==> src/rtl/line_queue.sv <==
// ----------------------------------------------------------------------------
// line_queue
// First-word-fall-through queue of line segments (two endpoints plus colour).
// The head entry is driven combinationally from storage, so a consumer sees
// valid data whenever empty is low and acknowledges it with pop.
//
// Optional error reporting is compiled in when the macro LINE_QUEUE_ERR_EN is
// defined: sticky overflow/underflow flags and a saturating drop counter,
// cleared by err_clr. Without the macro those ports and their logic are absent.
// ----------------------------------------------------------------------------
module line_queue #(
    parameter int COORD_W   = 11,
    parameter int COLOR_W   = 3,
    parameter int DEPTH     = 8,
    parameter int AFULL_LVL = DEPTH - 2
) (
    input  logic                   clk,
    input  logic                   rst,
    input  logic                   push,
    input  logic [COORD_W-1:0]     in_start_x,
    input  logic [COORD_W-1:0]     in_start_y,
    input  logic [COORD_W-1:0]     in_end_x,
    input  logic [COORD_W-1:0]     in_end_y,
    input  logic [COLOR_W-1:0]     in_color,
    input  logic                   pop,
    input  logic                   flush,
    output logic [COORD_W-1:0]     out_start_x,
    output logic [COORD_W-1:0]     out_start_y,
    output logic [COORD_W-1:0]     out_end_x,
    output logic [COORD_W-1:0]     out_end_y,
    output logic [COLOR_W-1:0]     out_color,
    output logic                   empty,
    output logic                   full,
    output logic                   almost_full,
    output logic [$clog2(DEPTH):0] count
`ifdef LINE_QUEUE_ERR_EN
    ,
    input  logic                   err_clr,
    output logic                   ovf,
    output logic                   udf,
    output logic [7:0]             drop_cnt
`endif
);

    localparam int AW = $clog2(DEPTH);
    localparam int CW = AW + 1;
    localparam int EW = 4 * COORD_W + COLOR_W;

    localparam logic [CW-1:0] DEPTH_C = CW'(DEPTH);
    localparam logic [CW-1:0] AFULL_C = CW'(AFULL_LVL);

    logic [EW-1:0] r_mem [DEPTH];
    logic [AW-1:0] r_rdPtr;
    logic [AW-1:0] r_wrPtr;
    logic [CW-1:0] r_count;

    logic          w_empty;
    logic          w_full;
    logic          w_doPush;
    logic          w_doPop;
    logic [EW-1:0] w_inEntry;

    // Status decode and the accepted push/pop qualification for this cycle.
    // A push into a full queue is only accepted when a pop frees a slot, and
    // a pop of an empty queue never takes effect (even beside a push).
    always_comb begin
        w_empty   = (r_count == '0);
        w_full    = (r_count == DEPTH_C);
        w_doPush  = push && (!w_full || pop);
        w_doPop   = pop && !w_empty;
        w_inEntry = {in_start_x, in_start_y, in_end_x, in_end_y, in_color};
    end

    // Pointer and occupancy bookkeeping; flush rewinds to an empty queue.
    always_ff @(posedge clk) begin
        if (rst) begin
            r_rdPtr <= '0;
            r_wrPtr <= '0;
            r_count <= '0;
        end else if (flush) begin
            r_rdPtr <= '0;
            r_wrPtr <= '0;
            r_count <= '0;
        end else begin
            if (w_doPush) begin
                r_wrPtr <= r_wrPtr + AW'(1);
            end
            if (w_doPop) begin
                r_rdPtr <= r_rdPtr + AW'(1);
            end
            case ({w_doPush, w_doPop})
                2'b10:   r_count <= r_count + CW'(1);
                2'b01:   r_count <= r_count - CW'(1);
                default: r_count <= r_count;
            endcase
        end
    end

    // Segment storage; cleared on reset so the head reads zero afterwards,
    // but left intact by flush.
    always_ff @(posedge clk) begin
        if (rst) begin
            for (int i = 0; i < DEPTH; i++) begin
                r_mem[i] <= '0;
            end
        end else if (!flush && w_doPush) begin
            r_mem[r_wrPtr] <= w_inEntry;
        end
    end

    // Head entry falls through directly from storage with no read latency.
    always_comb begin
        {out_start_x, out_start_y, out_end_x, out_end_y, out_color} = r_mem[r_rdPtr];
        empty       = w_empty;
        full        = w_full;
        almost_full = (r_count >= AFULL_C);
        count       = r_count;
    end

`ifdef LINE_QUEUE_ERR_EN
    logic       r_ovf;
    logic       r_udf;
    logic [7:0] r_dropCnt;
    logic       w_dropEv;
    logic       w_udfEv;

    // Error events: a push refused because the queue is full with no pop, and
    // a lone pop of an empty queue. Flush overrides both requests, so neither
    // counts as an error in a flush cycle.
    always_comb begin
        w_dropEv = push && w_full && !pop && !flush;
        w_udfEv  = pop && w_empty && !push && !flush;
    end

    // Sticky error flags and saturating drop counter; clearing wins over a
    // simultaneous new event.
    always_ff @(posedge clk) begin
        if (rst || err_clr) begin
            r_ovf     <= 1'b0;
            r_udf     <= 1'b0;
            r_dropCnt <= '0;
        end else begin
            if (w_dropEv) begin
                r_ovf <= 1'b1;
                if (r_dropCnt != 8'hFF) begin
                    r_dropCnt <= r_dropCnt + 8'd1;
                end
            end
            if (w_udfEv) begin
                r_udf <= 1'b1;
            end
        end
    end

    // Drive the error outputs from their registers.
    always_comb begin
        ovf      = r_ovf;
        udf      = r_udf;
        drop_cnt = r_dropCnt;
    end
`endif

endmodule

==> config.mk <==
export PLATFORM = sky130hd
export DESIGN_NAME = line_queue
export DESIGN_NICKNAME = d
export VERILOG_FILES = /design/src/rtl/line_queue.sv
export SDC_FILE = /design/constraint.sdc
export NUM_CORES = 1
export LEC_CHECK = 0
export ABC_CLOCK_PERIOD_IN_PS = 2840
export CELL_PAD_IN_SITES_DETAIL_PLACEMENT = 1
export CELL_PAD_IN_SITES_GLOBAL_PLACEMENT = 1
export CORE_ASPECT_RATIO = 1.4
export CORE_MARGIN = 2
export CORE_UTILIZATION = 53
export DETAILED_ROUTE_END_ITERATION = 10
export DONT_BUFFER_PORTS = 1
export PLACE_DENSITY_LB_ADDON = 0.15
export SYNTH_ARGS = -nofsm -noshare
export SYNTH_HDL_FRONTEND = slang
export SYNTH_SLANG_ARGS = --single-unit
==> constraint.sdc <==
create_clock -name clk -period 2.84 [get_ports clk]
set_input_delay 0.142 -clock clk [delete_from_list [all_inputs] [get_ports clk]]
set_output_delay 0.142 -clock clk [all_outputs]
set_load 0.03 [all_outputs]
==> impl_metrics.py, run 1 <==
metrics = {
    "global_route": {
        "grt_usage_pct": 26.7,
        "grt_pass1_wl_um": 66800,
        "grt_pass1_vias": 10952,
        "grt-ovfl-total": 0,
        "grt_max_degree": 79,
        "antenna_found_initial": 1,
    },
    "clock_network": {
        "numCtsBuffers": 38,
        "clock_latency_ns": 0.54,
        "htree_levels": 2,
        "cts_tree": "built",
        "cts_resized": 0,
        "cts_buffer_depth": 3,
        "cts.sinks": 389,
        "clkTransAtPathRegs_ns": 0.06,
        "ctsRootBufferMaster": "clkbuf_16",
    },
    "routing": {
        "ant_nets": 0,
        "dr.pass1.iters": 6,
        "wire_per_inst_um": 26.6,
        "drc": 0,
        "drtIter0Drc": 675,
        "routed_via_density": 6.07,
        "finalWirelength_um": 43300,
        "num_vias": 9885,
    },
    "timing": {
        "max_freq_ghz": 0.389,
        "hold_viol_final": 0,
        "fin_crit_ns": 2.57,
        "skew_ns": 0.0236,
        "relSlewSlack_pct": 45.3,
        "setup_viol": 0,
        "slew_viol_final": 0,
        "tns_ns": 0,
        "worst_pin_slew_ns": 0.820,
        "min_period_over_period_pct": 90.4,
        "rsz0062_at_grt": "false",
    },
    "place": {
        "routabilityCongestion": 0.711,
        "port_buffers": 0,
        "dp_hpwl_um": 24400,
    },
    "setup_path": {
        "cp.depth": 3,
        "critical_path.cell_chain": "buf_12, mux4_2, mux2_2",
        "cp_slowest_stage_delay_ns": 0.64,
        "setup.worst_path.start_class": "register",
        "arrival_ns": 2.43,
        "reg2reg_depth": 9,
        "crit_required_ns": 2.70,
        "cp_num_buf_inv": 1,
        "r2r_slack_ns": 0.42,
        "endpoint_kind": "primary output",
        "crit_family": "multiplexers",
        "setup.worst_path.class": "register to primary output",
        "cp_slowest_cell": "dfxtp_4",
        "cp_max_fo": 21,
    },
    "synth": {
        "synth-edff-count": 376,
        "syn_inst": 1204,
        "synth-async-reset-ratio_pct": 0,
        "synth_seq_cells": 389,
        "synth_ff_type": "edfxtp_1",
        "ys_types": 36,
        "syn_area_per_cell_um2": 14.3,
        "syn-num-nets": 1262,
        "synth_warnings": 0,
        "yosysSeqAreaShare_pct": 67.3,
        "syn_area_um2": 17200,
    },
    "pwr": {
        "leakagePower_uw": 0.00635,
        "total_power_uw": 12500,
        "pwr-share-seq_pct": 52.6,
        "p_int_uw": 9730,
        "switching_power_uw": 2750,
        "netSwitchingFraction_pct": 22.1,
        "p_comb_share_pct": 6.5,
        "vdd_ir_drop_max_uv": 494,
        "clockPowerShare_pct": 40.9,
        "p_per_area_nw_per_um2": 651,
    },
    "status": {
        "status": "finished, final reports clean",
    },
    "finish": {
        "drive_above_1_share_pct": 20.7,
        "multiInputGateArea_um2": 5200,
        "layout.nets": 1261,
        "syn_to_final_growth_pct": 11.6,
        "fillers": 3008,
        "regArea_um2": 11600,
    },
    "floorplanning": {
        "dieArea_um2": 33900,
        "start_util_pct": 53.3,
        "die_y_um": 217,
        "std_cell_rows": 78,
        "ios": 106,
        "die_x_um": 156,
        "coreArea_um2": 32200,
    },
    "min_path": {
        "min_path_type": "primary input to register",
        "min_path_cells": 3,
    },
    "run": {
        "drv_cap": 0,
    },
}
-- sequential cells by signal, indices dropped and copies added (netlist names), named ones only --
signal	cells
r_wrPtr	3
r_mem	376
count	4
r_rdPtr	3
-- worst paths after layout --
check                               start                         end
setup / recovery                 register               out_end_x[10]
hold / removal                      flush  r_mem[7][16]$_SDFFCE_PN0P_
setup reg to reg    count[0]$_SDFFE_PP0P_       count[3]$_SDFFE_PP0P_
hold reg to reg   r_rdPtr[2]$_SDFFE_PP0P_                    register
-- cells in the final DEF (no fill, tap or decap), drive strengths merged, types with 13 or more instances in the layout --
master	Yosys	layout
mux4	94	94
nor2	390	390
mux2	47	47
clkbuf	36	45
dfxtp	13	13
buf	52	41
nor2b	48	48
edfxtp	376	376
nand2	98	98
-- worst min-delay path, stage by stage --
cell,delay [ns]
nor2b_4,0.07
nand2_1,0.13
nor2_1,0.05
-- power groups by stage --
stage	Sequential [uW]	Combinational, uW	Clock (uW)
final	6560	816	5100
after detailed placement	6680	801	0
after global placement	6660	794	0
after global routing	6580	866	5390
after floorplan	6660	566	0
after CTS	6560	829	5200
-- area by class of cell --
class	count	share of cell area [%]
well taps	400	2.61
clock buffers	45	5.21
flip-flops and latches	389	60.3
inverters	5	0.111
multi-input cells	722	27.1
repair buffers	47	3.40
clock inverters	18	1.16
diodes	2	0.0261
-- what timing repair did --
item | in CTS | in global routing
hold endpoints to repair | 223 | 0
setup buffers | 0 | 0
hold buffers | 7 | 0
-- through the flow --
stage / instances / utilization (%) / setup slack (ns) / cell area [um^2] / hold slack [ns]
finish: 1628 / 59.5 / 0.272 / 19200 / 0.0283
global route: 1626 / 59.5 / 0.173 / 19200 / 0.0214
CTS: 1626 / 59.5 / 0.215 / 19200 / 0.00450
detailed placement: 1556 / 55.4 / 0.447 / 17800 / 0.365
global placement: 1556 / 55.4 / 0.460 / 17800 / 0.374
floorplan: 1204 / - / 0.131 / 17200 / 0.320
-- synthesized netlist by cell type, types with 2 or more instances --
cell      count  share of area, %
nor2_1      390               8.5
mux2_2       47               3.1
nor3b_1       2             0.087
a21o_1        9              0.39
nand2_1      98               2.1
ha_1          5              0.36
nand3_1       2             0.058
a21oi_1       4              0.12
edfxtp_1    376                66
buf_2        44               1.3
mux4_2       94                12
inv_1         4             0.087
clkbuf_1     36              0.79
dfxtp_1      13               1.5
xnor2_1       2              0.10
buf_6         7              0.46
nor2b_1      48               1.7
nand3b_1      2             0.087
xor2_1        4              0.20
-- routing by layer --
layer / global-route usage (%) / share of wire (%)
met5: 0 / 0
met4: 7.92 / 2.4
met3: 4.18 / 5.6
met2: 48.5 / 54
met1: 33.0 / 38
-- logic make-up after synthesis --
| family | count (synthesis) | synth area share (%) |
|---|---|---|
| XOR/XNOR | 6 | 0.306 |
| adder cells (fa/ha/maj) | 6 | 0.481 |
| multiplexers | 142 | 15.5 |
| buffers and inverters | 93 | 2.67 |
| AO/OA/AOI/OAI | 19 | 0.823 |
| AND/OR/NAND/NOR | 549 | 13.0 |
| flip-flops | 389 | 67.3 |
(Power assumes the default switching activity.)
==> inputs of run 2 (changes only) <==
--- a/config.mk
+++ b/config.mk
@@ -6,13 +6,15 @@
 export NUM_CORES = 1
 export LEC_CHECK = 0
 export ABC_CLOCK_PERIOD_IN_PS = 2840
+export BUFFER_PORTS_ARGS = -buffer_cell sky130_fd_sc_hd__buf_2
 export CELL_PAD_IN_SITES_DETAIL_PLACEMENT = 1
 export CELL_PAD_IN_SITES_GLOBAL_PLACEMENT = 1
 export CORE_ASPECT_RATIO = 1.4
 export CORE_MARGIN = 2
-export CORE_UTILIZATION = 53
+export CORE_UTILIZATION = 51
+export CTS_CLUSTER_DIAMETER = 50
 export DETAILED_ROUTE_END_ITERATION = 10
-export DONT_BUFFER_PORTS = 1
+export GPL_TIMING_DRIVEN = 0
 export PLACE_DENSITY_LB_ADDON = 0.15
 export SYNTH_ARGS = -nofsm -noshare
 export SYNTH_HDL_FRONTEND = slang
==> run 2 against run 1 <==
Compared with the run above:
- maximum frequency down 8.5%
- wire length up 4.8%
- count of clock-buffer cells in the layout up 4
- sequential power about the same
- combinational power up 9.6%
- flip-flop and latch count unchanged
- global-route usage down 0.41 points
- non-clock buffer count up 150
- clock skew down 0.0010 ns
- clock power down 2%
- critical endpoint is now out_start_x[10]
==> impl_metrics.py, run 2 (synthesized netlist as in run 1, its figures left out) <==
metrics = {
    "setup_path": {
        "r2r_slack_ns": 0.13,
        "cp_max_fo": 10,
        "arrival_ns": 2.66,
        "crit_required_ns": 2.70,
        "reg2reg_depth": 4,
        "endpoint_kind": "primary output",
        "setup.worst_path.class": "register to primary output",
        "r2r-end": "r_mem[6][12]$_SDFFCE_PN0P_",
        "setup.worst_path.start_class": "register",
        "regToRegStartpoint": "r_wrPtr[2]$_SDFFE_PP0P_",
    },
    "pwr": {
        "total_power_uw": 12500,
        "p_per_area_nw_per_um2": 634,
        "p_int_uw": 9700,
        "leakagePower_uw": 0.00679,
        "p_comb_share_pct": 7.2,
        "switching_power_uw": 2770,
        "vdd_ir_drop_max_uv": 744,
        "pwr-share-seq_pct": 52.6,
        "netSwitchingFraction_pct": 22.2,
        "clockPowerShare_pct": 40.2,
    },
    "clock_network": {
        "clock_latency_ns": 0.54,
        "ctsRootBufferMaster": "clkbuf_16",
        "numCtsBuffers": 38,
        "htree_levels": 2,
        "cts.sinks": 389,
        "clkTransAtPathRegs_ns": 0.07,
        "cts_buffer_depth": 3,
        "cts_tree": "built",
    },
    "floorplanning": {
        "die_y_um": 221,
        "die_x_um": 159,
        "coreArea_um2": 33200,
        "std_cell_rows": 79,
        "start_util_pct": 51.7,
        "dieArea_um2": 35200,
        "ios": 106,
    },
    "timing": {
        "rsz0062_at_grt": "true",
        "relSlewSlack_pct": 42.8,
        "tns_ns": 0,
        "fin_ws_ns": 0.0334,
        "hold_ws_ns": 0.0594,
        "slew_viol_final": 0,
        "fin_crit_ns": 2.81,
        "max_freq_ghz": 0.356,
        "hold_viol_final": 0,
        "min_period_over_period_pct": 98.8,
        "worst_pin_slew_ns": 0.859,
        "skew_ns": 0.0226,
        "setup_viol": 0,
    },
    "routing": {
        "wire_per_inst_um": 24.9,
        "drtIter0Drc": 755,
        "finalWirelength_um": 45400,
        "drc": 0,
        "num_vias": 10439,
        "ant_nets": 0,
        "routed_via_density": 5.72,
        "dr.pass1.iters": 5,
    },
    "min_path": {
        "min_path_cells": 4,
        "holdPathEnd": "r_wrPtr[2]$_SDFFE_PP0P_",
        "hp-start": "pop",
        "min_path_type": "primary input to register",
    },
    "global_route": {
        "grt-ovfl-total": 0,
        "grt_pass1_wl_um": 68600,
        "grt_pass1_vias": 11537,
        "grt_usage_pct": 26.3,
        "grt_max_degree": 48,
        "antenna_found_initial": 0,
    },
    "finish": {
        "largest_reg_flops": 376,
        "stdcell_count": 1824,
        "final_cell_mix": "390 x nor2_1, 376 x edfxtp_1, 141 x buf_2",
        "antenna-diode-count": 0,
        "drive_above_1_share_pct": 27.0,
        "layout.nets": 1411,
        "regMostFlops": "r_mem",
        "final_common_cell": "nor2_1",
        "syn_to_final_growth_pct": 14.5,
    },
    "place": {
        "port_buffers": 104,
        "dp_hpwl_um": 29500,
        "dp_cells": 1757,
        "routabilityCongestion": 0.741,
        "dpl_worst_slack_ns": -0.136,
    },
    "status": {
        "status": "finished, final reports clean",
    },
    "run": {
        "drv_cap": 0,
    },
}
run 2: cell types whose count changed in the layout (fill, tap and decap cells not counted), moves of 8 or more:
cell,delta
buf_12,-18
buf_2,+141
buf_4,-13
buf_6,+9
clkbuf_1,+26
clkbuf_2,+8
run 2: layer usage:
| metal | vias up | track usage [%] | wire (um) |
|---|---|---|---|
| met5 | - | 0 | 0 |
| li1 | 4634 | - | - |
| met1 | 5365 | 30.8 | 16400 |
| met4 | 0 | 9.59 | 1520 |
| met2 | 340 | 49.1 | 25100 |
| met3 | 100 | 3.67 | 2460 |
run 2: metrics by stage:
step | cell area (um^2) | utilization [%]
5_1_grt | 19700 | 59.2
3_3_place_gp | 18200 | 54.9
4_1_cts | 19600 | 59.2
3_5_place_dp | 18400 | 55.3
6_report | 19700 | 59.2
2_1_floorplan | 17200 | -
run 2: area by class of cell:
class | instances | area [um^2]
clock buffers | 49 | 1060
plain buffers | 87 | 480
repair buffers | 110 | 628
fillers | 3273 | 13600
clock inverters | 17 | 153
inverters | 5 | 21.3
flip-flops and latches | 389 | 11600
multi-input cells | 722 | 5210
well taps | 445 | 557
run 2: power groups by stage:
stage,Sequential (uW),Clock (uW),Combinational [uW]
floorplan,6660,0,566
global placement,6680,0,865
detailed placement,6680,0,897
CTS,6560,5060,909
global route,6580,5240,954
finish,6560,5010,894
run 2: worst max-delay path, cell delays in order (launching register included):
cell	delay [ns]
dfxtp_1	0.51
clkbuf_2	0.37
buf_2	0.36
mux4_2	0.36
mux2_2	0.32
buf_2	0.19
run 2: worst max-delay path by stage:
| stage | slack, ns | cells past startpoint | end | from |
|---|---|---|---|---|
| 3_5_place_dp | -0.14 | 4 | r_mem[1][29]$_SDFFCE_PN0P_ | r_wrPtr[2]$_SDFFE_PP0P_ |
| 3_3_place_gp | -1.13 | 4 | r_mem[7][17]$_SDFFCE_PN0P_ | r_wrPtr[2]$_SDFFE_PP0P_ |
| 2_1_floorplan | 0.13 | 5 | r_mem[2][0]$_SDFFCE_PN0P_ | count[1]$_SDFFE_PP0P_ |
| 4_1_cts | 0.006 | 4 | r_mem[3][17]$_SDFFCE_PN0P_ | r_wrPtr[2]$_SDFFE_PP0P_ |
| 5_1_grt | -0.002 | 5 | out_start_x[8] | register |
| 6_report | 0.03 | 5 | out_start_x[10] | register |
run 2: what timing repair did:
| item | 4_1_cts | 5_1_grt |
|---|---|---|
| hold buffers | 2 | 0 |
| endpoints found under the setup margin | 65 | 71 |
| hold endpoints to repair | 2 | 0 |
| pin swaps | 0 | 0 |
| buffers inserted | 0 | 0 |
| gates resized for setup | 23 | 5 |
